[src/rtl/aes_pkg.sv]
// Shared AES widths and the MixColumns sequencer FSM encoding.
package aes_pkg;

  localparam int unsigned AES_STATE_W = 128;
  localparam int unsigned AES_COL_W   = 32;
  localparam int unsigned AES_NCOL    = 4;
  localparam int unsigned AES_BYTE_W  = 8;

  typedef enum logic [1:0] {
    IDLE = 2'd0,
    RUN  = 2'd1,
    DONE = 2'd2
  } mc_state_e;

endpackage

[src/rtl/mix_col.sv]
// Combinational AES MixColumns on one 32-bit column, first byte in the MSBs.
module mix_col (
  input  logic [31:0] col_i,
  output logic [31:0] col_o
);

  logic [7:0] b  [4];
  logic [7:0] m2 [4];
  logic [7:0] m3 [4];

  for (genvar i = 0; i < 4; i++) begin : g_byte
    assign b[i] = col_i[31-8*i -: 8];
    mul u_mul (
      .a_i  (b[i]),
      .x2_o (m2[i]),
      .x3_o (m3[i])
    );
  end

  // Fixed circulant matrix {02 03 01 01} applied row by row
  assign col_o = {m2[0] ^ m3[1] ^ b[2]  ^ b[3],
                  b[0]  ^ m2[1] ^ m3[2] ^ b[3],
                  b[0]  ^ b[1]  ^ m2[2] ^ m3[3],
                  m3[0] ^ b[1]  ^ b[2]  ^ m2[3]};

endmodule

[src/rtl/mul.sv]
// GF(2^8) constant multiplier: returns a*{02} and a*{03} modulo the AES polynomial.
module mul (
  input  logic [7:0] a_i,
  output logic [7:0] x2_o,
  output logic [7:0] x3_o
);

  assign x2_o = {a_i[6:0], 1'b0} ^ (a_i[7] ? 8'h1b : 8'h00);
  assign x3_o = x2_o ^ a_i;

endmodule

[src/rtl/mix_col_seq.sv]
// MixColumns over a full AES state, one column per cycle through a shared mix_col,
// with valid/ready on both sides and a bypass for the final round.
module mix_col_seq
  import aes_pkg::*;
#(
  parameter int unsigned NCOL = AES_NCOL
) (
  input  logic         clk,
  input  logic         rst_n,
  input  logic         in_valid,
  output logic         in_ready,
  input  logic [127:0] in_state,
  input  logic         in_bypass,
  output logic         out_valid,
  input  logic         out_ready,
  output logic [127:0] out_state,
  output logic         busy
);

  localparam logic [1:0] COL_LAST = 2'(NCOL - 1);

  mc_state_e   state_q, state_d;
  logic [1:0]  col_q, col_d;
  logic [127:0] src_q, src_d;
  logic [127:0] res_q, res_d;
  logic [31:0] mix_in;
  logic [31:0] mix_out;

  // Column mux from the captured source state
  always_comb begin
    mix_in = '0;
    for (int unsigned c = 0; c < NCOL; c++) begin
      if (col_q == 2'(c)) begin
        mix_in = src_q[AES_STATE_W-1-AES_COL_W*c -: AES_COL_W];
      end
    end
  end

  mix_col u_mix_col (
    .col_i (mix_in),
    .col_o (mix_out)
  );

  always_comb begin
    state_d = state_q;
    col_d   = col_q;
    src_d   = src_q;
    res_d   = res_q;
    case (state_q)
      IDLE: begin
        if (in_valid) begin
          if (in_bypass) begin
            res_d   = in_state;
            state_d = DONE;
          end else begin
            src_d   = in_state;
            col_d   = 2'd0;
            state_d = RUN;
          end
        end
      end
      RUN: begin
        for (int unsigned c = 0; c < NCOL; c++) begin
          if (col_q == 2'(c)) begin
            res_d[AES_STATE_W-1-AES_COL_W*c -: AES_COL_W] = mix_out;
          end
        end
        col_d = col_q + 2'd1;
        if (col_q == COL_LAST) begin
          state_d = DONE;
        end
      end
      DONE: begin
        if (out_ready) begin
          state_d = IDLE;
        end
      end
      default: state_d = IDLE;
    endcase
  end

  always_ff @(posedge clk or negedge rst_n) begin
    if (!rst_n) begin
      state_q <= IDLE;
      col_q   <= 2'd0;
      src_q   <= '0;
      res_q   <= '0;
    end else begin
      state_q <= state_d;
      col_q   <= col_d;
      src_q   <= src_d;
      res_q   <= res_d;
    end
  end

  // Handshake flags decode straight from the state register
  assign in_ready  = (state_q == IDLE);
  assign busy      = (state_q == RUN) || (state_q == DONE);
  assign out_valid = (state_q == DONE);
  assign out_state = res_q;

endmodule

[config.mk]
export PLATFORM = sky130hd
export DESIGN_NAME = mix_col_seq
export DESIGN_NICKNAME = d
export VERILOG_FILES = /design/src/rtl/aes_pkg.sv /design/src/rtl/mix_col.sv /design/src/rtl/mul.sv /design/src/rtl/mix_col_seq.sv
export SDC_FILE = /design/constraint.sdc
export NUM_CORES = 1
export LEC_CHECK = 0
export CAP_MARGIN = 20
export CELL_PAD_IN_SITES_DETAIL_PLACEMENT = 1
export CELL_PAD_IN_SITES_GLOBAL_PLACEMENT = 2
export CORE_MARGIN = 3
export CORE_UTILIZATION = 30
export CTS_CLUSTER_DIAMETER = 100
export DETAILED_ROUTE_END_ITERATION = 10
export PLACE_DENSITY = 0.89
export SETUP_SLACK_MARGIN = 0.4
export SYNTH_ARGS = -nofsm -noshare
export SYNTH_HDL_FRONTEND = slang
export SYNTH_SLANG_ARGS = --single-unit
export TNS_END_PERCENT = 30
[constraint.sdc]
create_clock -name clk -period 2.52 [get_ports clk]
set_clock_uncertainty 0.05 [all_clocks]
set_input_delay 0.756 -clock clk [delete_from_list [all_inputs] [get_ports clk]]
set_output_delay 0.756 -clock clk [all_outputs]
set_load 0.02 [all_outputs]
# --- Yosys cells after proc, flatten, opt, wreduce, memory -nomap -nowiden ---
# Index checks and enable logic that the tools add are counted.
classes:
  n_addsub: 1
  multipliers: 0
  n_div: 0
  magnitude_cmp: 0
  n_eq_ne: 13
  shift: 0
  muxes: 23
  bitwise: 21
  n_reduce_logical: 11
ops:
  columns: ["operator", "n"]
  rows:
  - ["$mux W128", 2]
  - ["$mux W32", 8]
  - ["$pmux W128 S2", 1]
  - ["$xor A8 B8 Y8", 20]
  - ["$mux W5", 4]
  - ["$reduce_and A4 Y1", 4]
  - ["$mux W2", 6]
  - ["$ne A2 B2 Y1 const B", 6]
  - ["$reduce_and A3 Y1", 3]
  - ["$eq A2 B2 Y1 const B", 3]
  - ["$pmux W2 S3", 1]
  - ["$eq A2 B1 Y1 const B", 2]
  - ["$logic_not A2 Y1", 2]
  - ["$ne A2 B1 Y1 const B", 2]
  - ["$pmux W2 S2", 1]
  - ["$add A2 B1 Y2 const B", 1]
  - ["$reduce_bool A2 Y1", 1]
  - ["$logic_or A1 B1 Y1", 1]
  - ["$not A1 Y1", 1]
word_totals:
  regBits: 260
  latchBits: 0
  ramBits: 0
  romBits: 0
  in_bits: 133
  out_inout_bits: 131
  wordCells: 76
  mem_count: 0

# --- Depth between registers and ports, before layout ---
logic_depth:
  ltp_word: 13
  depth_mapped: 12
  mapped_depth_nobuf: 9

# --- By module ---
# From an unflattened synthesis, not the netlist that was laid out.
hier_totals:
  hier_cells: 1403
  hier_area_um2: 14124.8
by_module_without_submodules:
  columns: ["module", "instances", "cells_each", "area_each_um2", "seq_area_each_um2"]
  rows:
  - ["mix_col_seq", 1, 1239, 12528.3, 6506.2]
  - ["mix_col", 1, 96, 840.8, 0.0]
  - ["mul", 4, 17, 188.9, 0.0]

# --- Worst setup path before layout ---
# OpenSTA, ideal clock, no wires.
synth_path:
  kind: "reg-to-reg"
  from: "reg col_q[0]"
  to: "reg res_q[12], in the netlist out_state[12]"
  setup_time_ns: 0.133
  t_arrival_ns: 2.256
  required_time_ns: 2.337
  path_slack_ns: 0.081
  path_stages_with_launch: 10
  path_buffers: 1
  synth_period_minus_slack_ns: 2.439
  cell_sequence: "dfrtp_1 > inv_1 > ha_1 > nor2_2 > buf_4 > a31oi_1 > xnor2_1 > xnor2_1 > xnor2_1 > o22ai_1"
synth_between:
  elab_chain_len: 11
  elab_cells_between_ends: 20
  cone_classes: "4 x eq/ne; 8 x mux; 6 x bitwise; 2 x reduce/logical"
synth_lines:
  columns: ["item", "line_no", "text"]
  rows:
  - ["start, declared", "mix_col_seq.sv:23", "logic [1:0] col_q, col_d;"]
  - ["start signal, assigned", "mix_col_seq.sv:90", "col_q <= col_d;"]
  - ["$logic_not A2 Y1", "mix_col_seq.sv:33", "if (col_q == 2'(c)) begin"]
  - ["$mux W32 (4 in series)", "mix_col_seq.sv:33", null]
  - ["$mux W5", "mul.sv:8", "assign x2_o = {a_i[6:0], 1'b0} ^ (a_i[7] ? 8'h1b : 8'h00);"]
  - ["$xor A8 B8 Y8", "mul.sv:8", null]
  - ["$xor A8 B8 Y8, on equally long branches", "mix_col.sv:23, mul.sv:9", null]
  - ["$xor A8 B8 Y8", "mix_col.sv:23", "b[0] ^ b[1] ^ m2[2] ^ m3[3],"]
  - ["$mux W32", "mix_col_seq.sv:64", "if (col_q == 2'(c)) begin"]
  - ["$pmux W128 S2", "mix_col_seq.sv:49", "case (state_q)"]
  - ["end signal, assigned", "mix_col_seq.sv:92", "res_q <= res_d;"]
  - ["end, declared", "mix_col_seq.sv:25", "logic [127:0] res_q, res_d;"]
# Parallel ways exist; a longest one is shown, timed or not. The select of a mux whose other input is x is not followed.
# A chain may end at the register's enable or synchronous reset.

# --- Worst setup path after layout ---
layout_path:
  from: "reg col_q[1]"
  to: "reg res_q[111], in the netlist out_state[111]"
layout_between:
  elab_chain_len: 10
  elab_cells_between_ends: 18
  cone_classes: "4 x eq/ne; 6 x mux; 6 x bitwise; 2 x reduce/logical"
layout_lines:
  columns: ["item", "line_no"]
  rows:
  - ["$logic_not A2 Y1", "mix_col_seq.sv:33, mix_col_seq.sv:64"]
  - ["$mux W32 (4 in series)", "mix_col_seq.sv:33"]
  - ["$xor A8 B8 Y8, on equally long branches", "mix_col.sv:23, mul.sv:8"]
  - ["$xor A8 B8 Y8, on equally long branches", "mix_col.sv:23, mul.sv:9"]
  - ["$xor A8 B8 Y8", "mix_col.sv:23"]
  - ["$mux W32", "mix_col_seq.sv:64"]
  - ["$pmux W128 S2", "mix_col_seq.sv:49"]
# Parallel ways exist; a longest one is shown, timed or not. The select of a mux whose other input is x is not followed.

==> impl_metrics.json <==
{
  "status": "finished with violations",
  "violations": "setup timing",
  "worst-path-max-fanout": 13,
  "synthArstFlopShare": 1.00,
  "synthCells": 1146,
  "end_kind": "flop",
  "hold_viol_final": 0,
  "final_area_um2": 20400,
  "die_area_um2": 44200,
  "setup.worst_path.start_class": "flop",
  "gp_congestion": 0.881,
  "clock_path_buffers": 3,
  "ys_warn_count": 0,
  "synth_nets": 1286,
  "rrSetupSlack_ns": -0.38,
  "cts_htree_levels": 1,
  "detail-route-antenna-nets": 0,
  "tightest_slew_ns": 0.704,
  "worst_ep_arrival_time_ns": 3.24,
  "layout.cells.non_filler": 2126,
  "min_path_type": "in -> async",
  "period_share": 1.15,
  "setup_slack_ns": -0.376,
  "multiInputGateArea_um2": 7220,
  "port_buffers": 263,
  "num_rows": 74,
  "required_ns": 2.86,
  "grtUsageTotal": 0.261,
  "clk_pin_slew_worst_paths_ns": 0.08,
  "clkLatencyLatePin_ns": 0.57,
  "slew_headroom": 0.530,
  "regArea_um2": 6510,
  "use_met3": 0.0409,
  "fin_nets": 1713,
  "cts_tree": "done",
  "pin_count": 264,
  "fp.dieW_um": 210,
  "slowest_delay_ns": 0.48,
  "critPathBufInv": 4,
  "grt_max_degree": 73,
  "clock-sinks": 260,
  "worst-setup-path-type": "reg -> reg",
  "grt_antenna_before_repair": 1,
  "area_growth_pct": 63.0,
  "cts_buffers": 29,
  "grt_overflow": 0,
  "cap_violations": 0,
  "dp.final_hpwl_um": 37900,
  "ys_ff_latch": 260,
  "synthFlopType": "dfrtp_1",
  "postPlaceCellArea_um2": 17300,
  "wl_per_cell_um": 30.6,
  "grt_util_met1": 0.313,
  "critPathTopFamily": "compound AO/OA/AOI/OAI gates",
  "met2_usage": 0.460,
  "syn_area_um2": 12500,
  "postCtsHoldBufs": 0,
  "fmax_ghz": 0.345,
  "synth_edf_count": 0,
  "path_cells": "inv_4 > ha_4 > buf_12 > nand3b_1 > a31oi_4 > buf_6 > buf_4 > xnor3_2 > nor2_4 > o21ai_1",
  "fin_crit_ns": 2.90,
  "fp.dieH_um": 210,
  "routed_via_density": 5.71,
  "fillers": 4240,
  "grt_pass1_vias": 13100,
  "start_util": 0.305,
  "drive_above_1_share": 0.372,
  "num_vias": 12100,
  "busiest_layer": "met2",
  "setup_viol": 127,
  "drc": 0,
  "cts-root-buf": "clkbuf_16",
  "rsz0062_at_grt": "yes",
  "coreArea_um2": 41000,
  "ys_seq_area_frac": 0.520,
  "grt_first_pass_wirelength_um": 86900,
  "drt_wl_total_um": 65100,
  "syn_area_per_cell_um2": 10.9,
  "drt-initial-drc-count": 976,
  "finalCoreUtilization": 0.497,
  "drtPass1Iterations": 5,
  "slew_viol_final": 0,
  "netlist-cell-type-count": 37,
  "cp_slowest_cell": "dfrtp_2",
  "placedCellCount": 1990
}
## synth_stat cells, types with 16 or more instances
library cell	count	area (µm²)
clkbuf_1	66	248
o22ai_1	109	682
mux2_2	128	1440
a21oi_1	147	736
xnor2_1	68	596
nor2_1	106	398
o21ai_0	38	190
dfrtp_1	260	6510
xor2_1	20	175
nand2_1	49	184
nand3b_1	26	195
and3_1	16	100
## area by class of cell
type / count / share of cell area
Tap cell: 532 / 0.0326
Multi-Input combinational cell: 788 / 0.354
Antenna cell: 1 / 0.000123
Clock buffer: 41 / 0.0402
Timing Repair Buffer: 481 / 0.246
Clock inverter: 10 / 0.00540
Inverter: 13 / 0.00276
Sequential cell: 260 / 0.319
## timing repair
| action | 4_1_cts | 5_1_grt |
|---|---|---|
| gates cloned | 2 | 1 |
| setup endpoints to repair | 259 | 315 |
| buffers inserted | 49 | 32 |
| resized for setup | 168 | 99 |
| pin swaps | 64 | 50 |
## kinds of logic after synthesis
logic type	after synthesis	synth area share
AOI/OAI and AO/OA	347	0.165
DFF	260	0.520
and+or+nand+nor	205	0.0755
muxes	128	0.115
xor gates and xnor gates	101	0.0820
buffers and inverters	98	0.0352
adders and majority gates	7	0.00700
## flip-flops by register name, summed over array words and instances, names as in the netlist
name / flops
src_q: 128
col_q: 2
state_q: 2
out_state: 128
## final timing paths
check / from / end / cells past startpoint
max: col_q[1] / out_state[111] / 10
min: rst_n / src_q[118] / 1
max reg2reg: col_q[1] / out_state[111] / 10
min reg2reg: src_q[78] / src_q[78] / 1
max in group asynchronous: rst_n / src_q[114] / 2
min in group clk: src_q[78] / src_q[78] / 1
## worst register-to-register path: stages, from the launching register on
cell	delay, ns
dfrtp_2	0.48
inv_4	0.08
ha_4	0.21
buf_12	0.16
nand3b_1	0.30
a31oi_4	0.40
buf_6	0.18
buf_4	0.12
xnor3_2	0.39
nor2_4	0.18
o21ai_1	0.18
## placed cells by master (no fill, tap or decap), types with 26 or more instances in the layout
cell type        instances
dfrtp_1                258
clkdlybuf4s50_1        253
buf_4                  130
a21oi_1                129
mux2_2                 128
nor2_1                 103
o22ai_1                 78
nand2_1                 48
buf_6                   47
xnor2_2                 40
buf_12                  38
clkbuf_16               30
nand3b_1                26
## metrics by stage
stage	setup TNS, ns	worst slack [ns]	hold slack, ns
after global routing	-27.64	-0.354	0.101
final	-25.11	-0.376	0.0856
after global placement	-15.66	-0.248	0.419
after floorplan	0	0.228	0.410
after CTS	-0.657	-0.0753	0.109
after detailed placement	-20.49	-0.278	0.440
## per-layer routing
metal  vias up  routed length, µm  part of all wire
met5         -                  0                 0
met3       294               4070             0.062
met2       698              32300              0.50
met4         0               4760             0.073
li1       4940                  -                 -
met1      6213              24000              0.37
Power is left out: the tool's default activity adds up to more than one toggle a clock period on the data nets, which glitch-free logic cannot reach.
